`config.mk`:
```
export PLATFORM = sky130hd
export DESIGN_NAME = spi_slave_ctrl_flat
export DESIGN_NICKNAME = d
export VERILOG_FILES = /design/src/rtl/spi_slave_ctrl_if.sv /design/src/rtl/spi_slave_ctrl.sv /design/src/flat_wrapper.sv
export SDC_FILE = /design/constraint.sdc
export NUM_CORES = 1
export LEC_CHECK = 0
export CORE_UTILIZATION = 39
export DETAILED_ROUTE_END_ITERATION = 8
export GPL_ROUTABILITY_DRIVEN = 0
export MAX_ROUTING_LAYER = met4
export SYNTH_ARGS = -nofsm -noshare
export SYNTH_HDL_FRONTEND = slang
export SYNTH_SLANG_ARGS = --single-unit
```
`constraint.sdc`:
```
create_clock -name clk -period 2.09 [get_ports clk]
set_clock_uncertainty 0.2 [all_clocks]
set_input_delay 0.418 -clock clk [delete_from_list [all_inputs] [get_ports clk]]
set_output_delay 0.418 -clock clk [all_outputs]
set_load 0.01 [all_outputs]
```
`src/rtl/spi_slave_ctrl_if.sv`:
```
// SPI slave front-end bus bundle.
//  slave  modport : used by spi_slave_ctrl (samples ss_n/mosi/tx_*, drives miso/rx_*)
//  master modport : used by whoever drives the SPI pins and consumes rx frames
//  ss_n, mosi          : SPI pins in (slave select active low, data MSB first)
//  miso                : SPI data out, MSB first, 0 when idle
//  rx_data / rx_valid  : assembled {cmd[1:0],payload[7:0]} frame + 1-cycle strobe
//  tx_data / tx_valid  : read byte from RAM + its valid level
interface spi_slave_ctrl_if #(
    parameter int FRAME_W = 10,
    parameter int DATA_W  = 8
);
    logic               ss_n;
    logic               mosi;
    logic               miso;
    logic [FRAME_W-1:0] rx_data;
    logic               rx_valid;
    logic [DATA_W-1:0]  tx_data;
    logic               tx_valid;

    modport slave (
        input  ss_n, mosi, tx_data, tx_valid,
        output miso, rx_data, rx_valid
    );

    modport master (
        output ss_n, mosi, tx_data, tx_valid,
        input  miso, rx_data, rx_valid
    );
endinterface

```
`src/rtl/spi_slave_ctrl.sv`:
```
// SPI slave front-end for the single-port RAM.
// Deserialises 10-bit MOSI frames {cmd,payload} onto rx_data/rx_valid and, after a
// read-data command, serialises one RAM byte (tx_data) out on MISO.
//  clk   : system clock, also the SPI bit clock (one bit per rising edge)
//  rst_n : asynchronous active-low reset
//  bus   : spi_slave_ctrl_if.slave (ss_n, mosi, miso, rx_data, rx_valid, tx_data, tx_valid)
module spi_slave_ctrl #(
    parameter int FRAME_W = 10,
    parameter int DATA_W  = 8
) (
    input  logic                  clk,
    input  logic                  rst_n,
    spi_slave_ctrl_if.slave       bus
);
    typedef enum logic [2:0] {IDLE, CHK_CMD, WRITE, READ_ADD, READ_DATA} state_t;

    // cnt_q counts payload edges after the cmd-MSB edge; value LAST marks the bit-0 edge.
    localparam logic [3:0] LAST  = 4'(FRAME_W - 2);
    localparam logic [3:0] NBITS = 4'(DATA_W);

    state_t               state_q, state_d;
    logic [3:0]           cnt_q, cnt_d;
    logic [FRAME_W-2:0]   shift_q, shift_d;
    logic [FRAME_W-1:0]   rx_data_q, rx_data_d;
    logic                 rx_valid_q, rx_valid_d;
    logic                 rd_addr_done_q, rd_addr_done_d;
    logic                 tx_done_q, tx_done_d;
    logic [3:0]           tx_cnt_q, tx_cnt_d;
    logic [DATA_W-1:0]    tx_sh_q, tx_sh_d;
    logic                 miso_q, miso_d;

    // State register (and all datapath flops)
    always_ff @(posedge clk or negedge rst_n) begin
        if (!rst_n) begin
            state_q        <= IDLE;
            cnt_q          <= '0;
            shift_q        <= '0;
            rx_data_q      <= '0;
            rx_valid_q     <= 1'b0;
            rd_addr_done_q <= 1'b0;
            tx_done_q      <= 1'b0;
            tx_cnt_q       <= '0;
            tx_sh_q        <= '0;
            miso_q         <= 1'b0;
        end else begin
            state_q        <= state_d;
            cnt_q          <= cnt_d;
            shift_q        <= shift_d;
            rx_data_q      <= rx_data_d;
            rx_valid_q     <= rx_valid_d;
            rd_addr_done_q <= rd_addr_done_d;
            tx_done_q      <= tx_done_d;
            tx_cnt_q       <= tx_cnt_d;
            tx_sh_q        <= tx_sh_d;
            miso_q         <= miso_d;
        end
    end

    // Next-state logic
    always_comb begin
        state_d = state_q;
        if (state_q == IDLE) begin
            if (!bus.ss_n) state_d = CHK_CMD;
        end else if (bus.ss_n) begin
            state_d = IDLE;
        end else if (state_q == CHK_CMD) begin
            if (!bus.mosi)          state_d = WRITE;
            else if (rd_addr_done_q) state_d = READ_DATA;
            else                    state_d = READ_ADD;
        end
    end

    // Datapath / registered-output next values
    always_comb begin
        cnt_d          = cnt_q;
        shift_d        = shift_q;
        rx_data_d      = rx_data_q;
        rx_valid_d     = 1'b0;
        rd_addr_done_d = rd_addr_done_q;
        tx_done_d      = tx_done_q;
        tx_cnt_d       = tx_cnt_q;
        tx_sh_d        = tx_sh_q;
        miso_d         = miso_q;
        if (state_q == IDLE || bus.ss_n) begin
            // Abort or idle: drop any partial frame/byte, keep rd_addr_done as-is.
            cnt_d     = '0;
            tx_done_d = 1'b0;
            tx_cnt_d  = '0;
            miso_d    = 1'b0;
        end else if (state_q == CHK_CMD) begin
            shift_d = {{(FRAME_W-2){1'b0}}, bus.mosi};
            cnt_d   = '0;
        end else begin
            if (cnt_q != 4'hF) cnt_d = cnt_q + 4'd1;
            if (cnt_q < LAST) begin
                shift_d = {shift_q[FRAME_W-3:0], bus.mosi};
            end else if (cnt_q == LAST) begin
                rx_data_d  = {shift_q, bus.mosi};
                rx_valid_d = 1'b1;
                if (state_q == READ_ADD) rd_addr_done_d = 1'b1;
            end else if (state_q == READ_DATA) begin
                // One byte per frame: tx_done blocks re-launch while tx_valid stays high.
                if (!tx_done_q) begin
                    if (bus.tx_valid) begin
                        miso_d    = bus.tx_data[DATA_W-1];
                        tx_sh_d   = {bus.tx_data[DATA_W-2:0], 1'b0};
                        tx_done_d = 1'b1;
                        tx_cnt_d  = 4'd1;
                    end
                end else if (tx_cnt_q < NBITS) begin
                    miso_d   = tx_sh_q[DATA_W-1];
                    tx_sh_d  = {tx_sh_q[DATA_W-2:0], 1'b0};
                    tx_cnt_d = tx_cnt_q + 4'd1;
                end else if (tx_cnt_q == NBITS) begin
                    miso_d         = 1'b0;
                    rd_addr_done_d = 1'b0;
                    tx_cnt_d       = tx_cnt_q + 4'd1;
                end
            end
        end
    end

    // Outputs
    always_comb begin
        bus.miso     = miso_q;
        bus.rx_data  = rx_data_q;
        bus.rx_valid = rx_valid_q;
    end
endmodule

```
`src/flat_wrapper.sv`:
```
// flat-port wrapper written by rule: the top's interface ports become plain ports
module spi_slave_ctrl_flat 
#(
    parameter int FRAME_W = 10,
    parameter int DATA_W  = 8
)
  (clk, rst_n, bus_ss_n, bus_mosi, bus_tx_data, bus_tx_valid, bus_miso, bus_rx_data, bus_rx_valid);
  spi_slave_ctrl_if #(.FRAME_W(FRAME_W), .DATA_W(DATA_W)) bus_i ();
  input  logic clk;
  input  logic rst_n;
  input wire logic [$bits(bus_i.ss_n)-1:0] bus_ss_n;
  input wire logic [$bits(bus_i.mosi)-1:0] bus_mosi;
  input wire logic [$bits(bus_i.tx_data)-1:0] bus_tx_data;
  input wire logic [$bits(bus_i.tx_valid)-1:0] bus_tx_valid;
  output wire logic [$bits(bus_i.miso)-1:0] bus_miso;
  output wire logic [$bits(bus_i.rx_data)-1:0] bus_rx_data;
  output wire logic [$bits(bus_i.rx_valid)-1:0] bus_rx_valid;
  assign bus_i.ss_n = bus_ss_n;
  assign bus_i.mosi = bus_mosi;
  assign bus_i.tx_data = bus_tx_data;
  assign bus_i.tx_valid = bus_tx_valid;
  assign bus_miso = bus_i.miso;
  assign bus_rx_data = bus_i.rx_data;
  assign bus_rx_valid = bus_i.rx_valid;
  spi_slave_ctrl #(.FRAME_W(FRAME_W), .DATA_W(DATA_W)) u_core (.clk(clk), .rst_n(rst_n), .bus(bus_i));
endmodule
```
==> reports/metrics.csv <==
stage,metric,value,unit
finish,share of cells above drive strength 1,17.83,%
global_route,initial antenna violation count,0,
finish,sequential cell area,1026,um^2
global_route,largest net degree at the start of global routing,22,
synthesis,synthesized area,1896,um^2
finish,Area growth syn-to-layout,29.24,%
synthesis,async set-reset flop share out of synthesis,100.0,%
placement,Port-buffer cells,24,
flow_run,maxcap violations,0,
floorplanning,Core Area,4504,um^2
synthesis,synthesized area per cell,10.08,um^2
detailed_routing,drt pass-1 iters,4,
placement,half-perimeter wire length after placement,2677,um
synthesis,Netlist cell types,35,
clocking,clk_lat worst skew,300,ps
detailed_routing,via count,1495,
finish,design area,2450,um^2
pwr,Clock Power Share,38.1,%
global_route,total congestion overflow,0,
synthesis,post-synthesis sequential area ratio,54.13,%
setup_path,Worst Path Arrival,1970,ps
pwr,Switching Share,23.43,%
sta,Hold Fails Final Rpt,0,
synthesis,Yosys reg bits,41,
setup_path,Worst Setup Start Kind,register,
detailed_routing,Routed WL,3768,um
floorplanning,Top Ports,25,
global_route,gr usage total,16.81,%
setup_path,Setup crit start,u_core.tx_cnt_q[0],
pwr,VDD IR max,0.4287,mV
sta,Tmin final,1960,ps
setup_path,"Req. time, crit path",2100,ps
pwr,sequential share of power,51.9,%
finish,final net count,246,
floorplanning,DIE AREA,5143,um^2
floorplanning,Die Y,71.72,um
finish,Filler cells,394,
floorplanning,Site Rows,24,
finish,Post-Route Utilization,54.39,%
pwr,Combinational Power Share,10.0,%
min_path,Hold Crit Class,reg -> reg,
clocking,CTS Root Cell,clkbuf_8,
clocking,cts bufs inserted,5,
min_path,Hold Crit Start,u_core.shift_q[8],
floorplanning,Initial Util,42.08,%
detailed_routing,Routed Antenna Nets,0,
synthesis,Main synth FF type,dfrtp_1,
sta,Slew headroom,64.73,%
clocking,"Clk pin slew, worst setup/hold paths",80,ps
setup_path,critical path peak fanout,7,
finish,"commonest non-fill, non-tap cell in the layout",dfrtp_1,
clocking,TritonCTS Sinks,41,
sta,fmax,510.3,MHz
setup_path,critical setup path kind,reg -> reg,
sta,Slew @ Worst Pin,529.1,ps
synthesis,syn_nets,205,
detailed_routing,initial DRC count,61,
placement,Placement Cell Area,2316,um^2
sta,WHS,292.9,ps
synthesis,Ys Warns,0,
pwr,Net Sw Power,0.3887,mW
pwr,leak pwr,1.059,nW
global_route,first-pass GRT wire length,6527,um
clocking,CTS Buffer Depth,2,
finish,footprint of the multi-input gates,815.8,um^2
detailed_routing,via/cell ratio,5.301,
setup_path,Worst setup EP type,register,
pwr,Cell Int Power,1.270,mW
synthesis,Syn Inst Count,188,
detailed_routing,WL/cell,13.36,um
sta,Max Slew Vio Count,0,
finish,diode count,0,
sta,final setup vio count,0,
clocking,CTS tree,yes,
global_route,vias in the first global route,1471,
sta,fin crit share,93.76,%
pwr,power per cell area,677.1,nW/um^2
sta,RSZ-0062 raised after global routing,false,
detailed_routing,drc violations,0,
clocking,post-CTS setup buffer count,0,
setup_path,FF-to-FF Start,u_core.tx_cnt_q[0],
clocking,H-tree depth,2,
floorplanning,Die Width,71.72,um
status,outcome,finished clean,
finish,most frequent cells in the layout,"dfrtp_1 (41), nand2_1 (29), clkdlybuf4s50_1 (23)",
synthesis,number of synthesized flops with an enable pin,0,
[sequential cells by signal, indices dropped and copies added (netlist names)]
signal	cells
u_core.rd_addr_done_q	1
u_core.bus.rx_data	10
u_core.tx_done_q	1
u_core.shift_q	9
u_core.cnt_q	4
u_core.tx_cnt_q	4
u_core.tx_sh_q	7
u_core.bus.miso	1
u_core.state_q	3
u_core.bus.rx_valid	1
[worst max-delay path: stages, from the launching register on]
cell	delay [ps]
dfrtp_1	420
inv_1	90
ha_1	160
nor2b_1	200
o22ai_2	170
or4_1	490
a31oi_1	150
[timing repair]
action / in CTS / in global routing
hold endpoints to repair: 20 / 0
endpoints found under the setup margin: 0 / 4
gates resized for setup: 0 / 6
hold buffers: 1 / 0
[power groups by stage]
stage,Sequential (mW),Clock (mW),Combinational (mW)
after CTS,0.861,0.653,0.165
after detailed placement,0.877,0,0.163
after global routing,0.866,0.685,0.188
final,0.861,0.632,0.166
after global placement,0.875,0,0.157
after floorplan,0.876,0,0.0748
[path summary, 6_finish.rpt]
| check | end | slack [ps] | depth (start not counted) |
|---|---|---|---|
| max in group asynchronous | u_core.cnt_q[1] | 760 | 3 |
| min in group asynchronous | u_core.shift_q[6] | 430 | 2 |
| setup / recovery | u_core.tx_cnt_q[2] | 130 | 6 |
| hold reg to reg | u_core.shift_q[8] | 290 | 2 |
| setup reg to reg | u_core.tx_cnt_q[2] | 130 | 6 |
| hold / removal | u_core.shift_q[8] | 290 | 2 |
[logic make-up after synthesis]
| family | count (synthesis) | synth area share [%] |
|---|---|---|
| AOI/OAI and AO/OA | 36 | 10.89 |
| xor gates and xnor gates | 1 | 0.4621 |
| adders and majority gates | 4 | 2.640 |
| buffers and inverters | 17 | 3.498 |
| DFF | 41 | 54.13 |
| muxes | 18 | 10.23 |
| and+or+nand+nor | 71 | 18.15 |
[layout make-up]
class / instances / share of cell area [%]
inverter: 9 / 1.379
timing repair buffer: 42 / 16.24
sequential: 41 / 41.88
clock buffer: 6 / 2.962
tap: 52 / 2.656
clock inverter: 2 / 1.583
multi-input combinational: 130 / 33.30
[per-layer routing]
| layer | GRT usage, % | share of wire, % |
|---|---|---|
| met1 | 21.39 | 48 |
| met2 | 26.31 | 46 |
| met3 | 3.797 | 4.3 |
| met4 | 6.318 | 1.5 |
| met5 | - | 0 |
[cells in the mapped netlist, types with 3 or more instances]
cell	number	share of area (%)
nor3_1	5	1.3
nand2_1	29	5.7
nor2_1	12	2.4
a31oi_1	4	1.3
inv_1	9	1.8
mux2_2	11	6.5
nand4_1	3	0.99
o21ai_0	19	5.0
ha_1	4	2.6
nand3_1	6	1.6
mux2i_1	7	3.7
a21oi_1	5	1.3
nand2b_1	4	1.3
dfrtp_1	41	54
clkbuf_1	6	1.2
[stage by stage]
| step | setup TNS, ps | total power, mW | setup slack (ps) | cells |
|---|---|---|---|---|
| 4_1_cts | 0 | 1.679 | 22.26 | 282 |
| 3_5_place_dp | -1027 | 1.040 | -111.0 | 273 |
| 2_1_floorplan | 0 | 0.9509 | 7.317 | 188 |
| 5_1_grt | 0 | 1.739 | 18.29 | 282 |
| 6_report | 0 | 1.659 | 130.4 | 282 |
| 3_3_place_gp | -369.1 | 1.033 | -62.04 | 273 |
No activity file was read; power rests on OpenSTA's default activity.
==> patch 1 (config.mk and constraints unchanged) <==
Make the reset (`rst_n`) synchronous in one clocked block. Comments in the files are not updated.
--- a/src/rtl/spi_slave_ctrl.sv
+++ b/src/rtl/spi_slave_ctrl.sv
@@ -30,7 +30,7 @@
     logic                 miso_q, miso_d;
 
     // State register (and all datapath flops)
-    always_ff @(posedge clk or negedge rst_n) begin
+    always_ff @(posedge clk) begin
         if (!rst_n) begin
             state_q        <= IDLE;
             cnt_q          <= '0;
Behaviour: no difference found for any inputs over 10 cycles, from zero or initial values and one cycle with rst_n low; that may be too few to reach the edited logic, so the function may still have changed.
==> patch 1 against the original RTL <==
Total power is 17% lower. Sequential cell count stayed put. Design area is 3.1% lower. Count of clock-buffer cells in the layout is 1 lower. Wire length is 0.21% lower. Synthesized area is 0.79% higher. Worst setup slack better by 0.0048 ns. Highest routed layer unchanged.
==> patch 1: results (changes against the original RTL) <==
[grt]
grt_pass1_vias = 1448  ; was 1471
grt_max_degree = 34  ; was 22
grt_util_all_layers_pct = 16.26  ; was 16.81%
grt_pass1_wl_um = 6396  ; was 6527 um
grt_antenna_before_repair = 0  ; unchanged

[worst_hold_path]
hold_path_class = flop to flop  ; unchanged

[sta]
slew_headroom_pct = 71.76  ; was 64.73%
setup_viol_count_final = 0  ; unchanged

[routing]
routed_wl_um = 3760  ; was 3768 um
vias = 1525  ; was 1495
first_iter_violations = 58  ; was 61

[yosys]
syn_inst = 207  ; was 188
yosysUniqueCellTypes = 44  ; was 35
yosys-top-cells-count = dfxtp_1 (41), mux2i_1 (17), nor2_1 (16), nand3_1 (14), nor2b_1 (13)  ; was dfrtp_1 (41), nand2_1 (29), o21ai_0 (19), nor2_1 (12), mux2_2 (11)
syn_nets = 224  ; was 205
async_reset_ff_share_pct = 0  ; was 100.0%
yosys-top-cells-area = dfxtp_1 (43%), mux2i_1 (8.9%), nor2b_1 (4.3%)  ; was dfrtp_1 (54%), mux2_2 (6.5%), nand2_1 (5.7%)
ys.flop_type = dfxtp_1  ; was dfrtp_1
yosysSeqAreaShare_pct = 42.96  ; was 54.13%
synth_top_area_share_pct = 42.96  ; was 54.13%

[clock_tree]
htreeDepth = 2  ; unchanged
cts-resized-gates = 0  ; unchanged
clock_path_buffers = 2  ; unchanged
cts_root_buffer = clkbuf_8  ; unchanged
cts_setup_buffers = 0  ; unchanged

[critical_path]
arrival_ns = 1.98
crit_fanout = 13  ; was 7

[placed_design]
hpwlAfterDp_um = 2648  ; was 2677 um
io_buffers = 24  ; unchanged
dp_cells = 301  ; was 273

[power]
leakage_nw = 0.8946  ; was 1.059 nW
ir_worst_vdd_v = 0.0004304  ; was 0.0004287 V

[final_layout]
nets = 258  ; was 246
drive_above_1_share_pct = 12.81  ; was 17.83%
largest_register_ffs = 10  ; unchanged
fin_cells = 309  ; was 282

[status]
outcome = finished clean  ; unchanged

## patch 1: logic make-up (layout without fill, tap and decap cells)
family	count (synthesis)	in the layout	share of synthesized area [%]
buf+inv	19	54	5.828
xor+xnor	1	1	0.4585
compound gates	45	45	15.98
flops	41	41	42.96
simple gates	80	80	23.25
mux	17	17	8.906
fa+ha+maj	4	4	2.620
## patch 1: final cells by class
class                      instances  area (um^2)
inverter                           7        26.28
clock buffer                       5        68.82
fill                             467         2350
timing repair buffer              39        377.9
clock inverter                     3        17.52
multi-input combinational        147        978.4
sequential                        41        820.8
tap                               67        83.83
## patch 1: path summary, 6_finish.rpt
check / cells past startpoint / slack (ns) / start / to
max: 5 / 0.14 / bus_ss_n / u_core.tx_sh_q[7]$_SDFFE_PN0P_
min: 2 / 0.27 / u_core.tx_sh_q[6]$_SDFFE_PN0P_ / u_core.tx_sh_q[6]$_SDFFE_PN0P_
max reg2reg: 6 / 0.19 / u_core.cnt_q[0]$_SDFFE_PP0P_ / u_core.tx_sh_q[7]$_SDFFE_PN0P_
min reg2reg: 2 / 0.27 / u_core.tx_sh_q[6]$_SDFFE_PN0P_ / u_core.tx_sh_q[6]$_SDFFE_PN0P_
## patch 1: power by group
group / internal (mW) / leakage, nW / switching, mW / total, mW
clock: 0.230 / 0.0439 / 0.270 / 0.501
sequential: 0.783 / 0.330 / 0.00392 / 0.787
combinational: 0.0475 / 0.520 / 0.0418 / 0.0894
total: 1.06 / 0.895 / 0.316 / 1.38
## patch 1: through the flow
stage / utilization [%] / setup slack, ns / cell area (um^2) / TNS [ns]
final: 50.25 / 0.1352 / 2374 / 0
after global routing: 50.25 / 0.06330 / 2374 / 0
after CTS: 50.25 / 0.1339 / 2374 / 0
after detailed placement: 48.42 / -0.1637 / 2287 / -0.5872
after global placement: 48.42 / -0.1361 / 2287 / -0.3982
after floorplan: - / 0.2301 / 1911 / 0
## patch 1: critical path, stage by stage
cell and delay (ns):
clkdlybuf4s50_1 0.43, and2b_4 0.28, nand4_4 0.17, or3_2 0.53, a21boi_1 0.14
## patch 1: routing by layer
| metal | GRT usage [%] | up-vias | share of wire [%] |
|---|---|---|---|
| li1 | - | 804 | - |
| met3 | 3.333 | 5 | 2.9 |
| met4 | 6.536 | 0 | 1.3 |
| met5 | - | - | 0 |
| met2 | 24.53 | 19 | 43 |
| met1 | 21.35 | 697 | 52 |
==> patch 2 (same flow settings) <==
Made on the original files. `FRAME_W` is set to 10 in 3 places; all go to 20.
--- a/src/rtl/spi_slave_ctrl_if.sv
+++ b/src/rtl/spi_slave_ctrl_if.sv
@@ -6,7 +6,7 @@
 //  rx_data / rx_valid  : assembled {cmd[1:0],payload[7:0]} frame + 1-cycle strobe
 //  tx_data / tx_valid  : read byte from RAM + its valid level
 interface spi_slave_ctrl_if #(
-    parameter int FRAME_W = 10,
+    parameter int FRAME_W = 20,
     parameter int DATA_W  = 8
 );
     logic               ss_n;
--- a/src/rtl/spi_slave_ctrl.sv
+++ b/src/rtl/spi_slave_ctrl.sv
@@ -5,7 +5,7 @@
 //  rst_n : asynchronous active-low reset
 //  bus   : spi_slave_ctrl_if.slave (ss_n, mosi, miso, rx_data, rx_valid, tx_data, tx_valid)
 module spi_slave_ctrl #(
-    parameter int FRAME_W = 10,
+    parameter int FRAME_W = 20,
     parameter int DATA_W  = 8
 ) (
     input  logic                  clk,
--- a/src/flat_wrapper.sv
+++ b/src/flat_wrapper.sv
@@ -1,7 +1,7 @@
 // flat-port wrapper written by rule: the top's interface ports become plain ports
 module spi_slave_ctrl_flat 
 #(
-    parameter int FRAME_W = 10,
+    parameter int FRAME_W = 20,
     parameter int DATA_W  = 8
 )
   (clk, rst_n, bus_ss_n, bus_mosi, bus_tx_data, bus_tx_valid, bus_miso, bus_rx_data, bus_rx_valid);
Ports: changed (resized bus_rx_data); port bits go from 25 to 35. The function was not compared with the original's and may differ.
==> patch 2 against the original RTL <==
Clock power rose by 120%. Synthesized area grew 48%. Total power increased by 72%. Sequential cell count grew 20. Worst hold slack lost 0.0089 ns. Wire length increased by 34%. Fmax fell by 3.5%. Design area grew 49%. Worst setup slack lost 0.070 ns. Highest routed layer unchanged.
==> patch 2: results (changes against the original RTL) <==
[routing]
first_iter_violations = 84  ; was 61
dr.pass1.iters = 5  ; was 4
vias = 1791  ; was 1495

[grt]
grt_pass1_wl_um = 8604  ; was 6527 um
grt_util_all_layers_pct = 15.77  ; was 16.81%
grt_max_degree = 27  ; was 22

[worst_hold_path]
hold_end = u_core.tx_sh_q[3]$_DFFE_PN0P_  ; was u_core.shift_q[8]$_DFFE_PN0P_

[clock_tree]
worstSkewPairLatency_ns = 0.34  ; was 0.30 ns
htreeDepth = 3  ; was 2

[yosys]
yosys-top-cells-area = dfrtp_1 (54%), mux2_4 (11%), a22o_1 (5.6%)  ; was dfrtp_1 (54%), mux2_2 (6.5%), nand2_1 (5.7%)
yosysUniqueCellTypes = 46  ; was 35
syn_avg_cell_area_um2 = 13.40  ; was 10.08 um^2
yosys-top-cells-count = dfrtp_1 (61), mux2_4 (21), a22o_1 (18), nor2_1 (9)  ; was dfrtp_1 (41), nand2_1 (29), o21ai_0 (19), nor2_1 (12), mux2_2 (11)

[critical_path]
crit_fanout = 2  ; was 7
r2r_start = u_core.cnt_q[0]$_DFFE_PN0P_  ; was u_core.tx_cnt_q[0]$_DFFE_PN0P_
arrival_ns = 2.08  ; was 1.97 ns

[power]
p_sw_mw = 0.6153  ; was 0.3887 mW
ir_worst_vdd_v = 0.0004161  ; was 0.0004287 V

[sta]
slew_headroom_pct = 55.97  ; was 64.73%

[final_layout]
fin_cells = 364  ; was 282
nets = 280  ; was 246

[placed_design]
io_buffers = 34  ; was 24
pre_cts_slack_ns = -0.1148  ; was -0.1110 ns
placed_area_um2 = 3361  ; was 2316 um^2

[status]
outcome = finished clean  ; unchanged

==> patch 2: cell types whose count changed in the layout (fill, tap and decap cells not counted), sizes merged, moves of 5 or more <==
| cell | unedited run | this run |
|---|---|---|
| a22o | 0 | 18 |
| clkdlybuf4s50 | 23 | 33 |
| dfrtp | 41 | 61 |
| mux2 | 11 | 32 |
| mux2i | 7 | 2 |
| nand2 | 29 | 5 |
| o21ai | 21 | 4 |
==> patch 2: area by class of cell <==
type | instances | area [um^2]
Clock buffer | 9 | 123.9
Clock inverter | 7 | 146.4
Fill cell | 595 | 3228
Inverter | 7 | 26.28
Multi-Input combinational cell | 128 | 1145
Sequential cell | 61 | 1526
Tap cell | 96 | 120.1
Timing Repair Buffer | 56 | 553.0
==> patch 2: metrics by stage <==
step	power (mW)	hold slack, ns
after floorplan	1.371	-0.07759
after global placement	1.466	0.2640
after detailed placement	1.471	0.2698
after CTS	2.900	0.2902
after global routing	2.967	0.3186
final	2.856	0.2840
==> patch 2: worst max-delay path by stage <==
stage | from | end | cells after the start
finish | u_core.cnt_q[0]$_DFFE_PN0P_ | u_core.tx_cnt_q[3]$_DFFE_PN0P_ | 6
global route | u_core.cnt_q[0]$_DFFE_PN0P_ | u_core.tx_cnt_q[3]$_DFFE_PN0P_ | 6
CTS | u_core.cnt_q[0]$_DFFE_PN0P_ | u_core.tx_cnt_q[3]$_DFFE_PN0P_ | 6
detailed placement | bus_tx_valid | u_core.tx_cnt_q[3]$_DFFE_PN0P_ | 5
global placement | bus_tx_valid | u_core.tx_cnt_q[3]$_DFFE_PN0P_ | 5
floorplan | u_core.cnt_q[0]$_DFFE_PN0P_ | u_core.tx_sh_q[1]$_DFFE_PN0P_ | 7
==> patch 2: per-layer routing <==
metal	vias to the layer above	track usage (%)	wire length (um)	share of wire, %
met3	8	4.286	125	2.5
li1	863	-	-	-
met4	0	8.182	100	2.0
met2	28	22.01	2315	46
met1	892	20.96	2499	50
met5	-	-	0	0
==> patch 2: power by group through the flow <==
| stage | combinational, mW | sequential, mW | clock [mW] |
|---|---|---|---|
| 2_1_floorplan | 0.105 | 1.27 | 0 |
| 4_1_cts | 0.206 | 1.24 | 1.45 |
| 3_3_place_gp | 0.200 | 1.27 | 0 |
| 3_5_place_dp | 0.203 | 1.27 | 0 |
| 5_1_grt | 0.221 | 1.25 | 1.50 |
| 6_report | 0.200 | 1.24 | 1.41 |
==> patch 2: kinds of logic after synthesis <==
logic type	Yosys count	synth area share (%)
DFF	61	54.49
and+or+nand+nor	49	10.99
AOI/OAI and AO/OA	40	10.85
muxes	34	16.39
buffers and inverters	20	5.181
adders and majority gates	4	1.787
xor gates and xnor gates	1	0.3127
==> patch 2: timing repair <==
action	CTS	global route
hold endpoints to repair	24	0
endpoints found under the setup margin	0	0
hold buffers	1	0
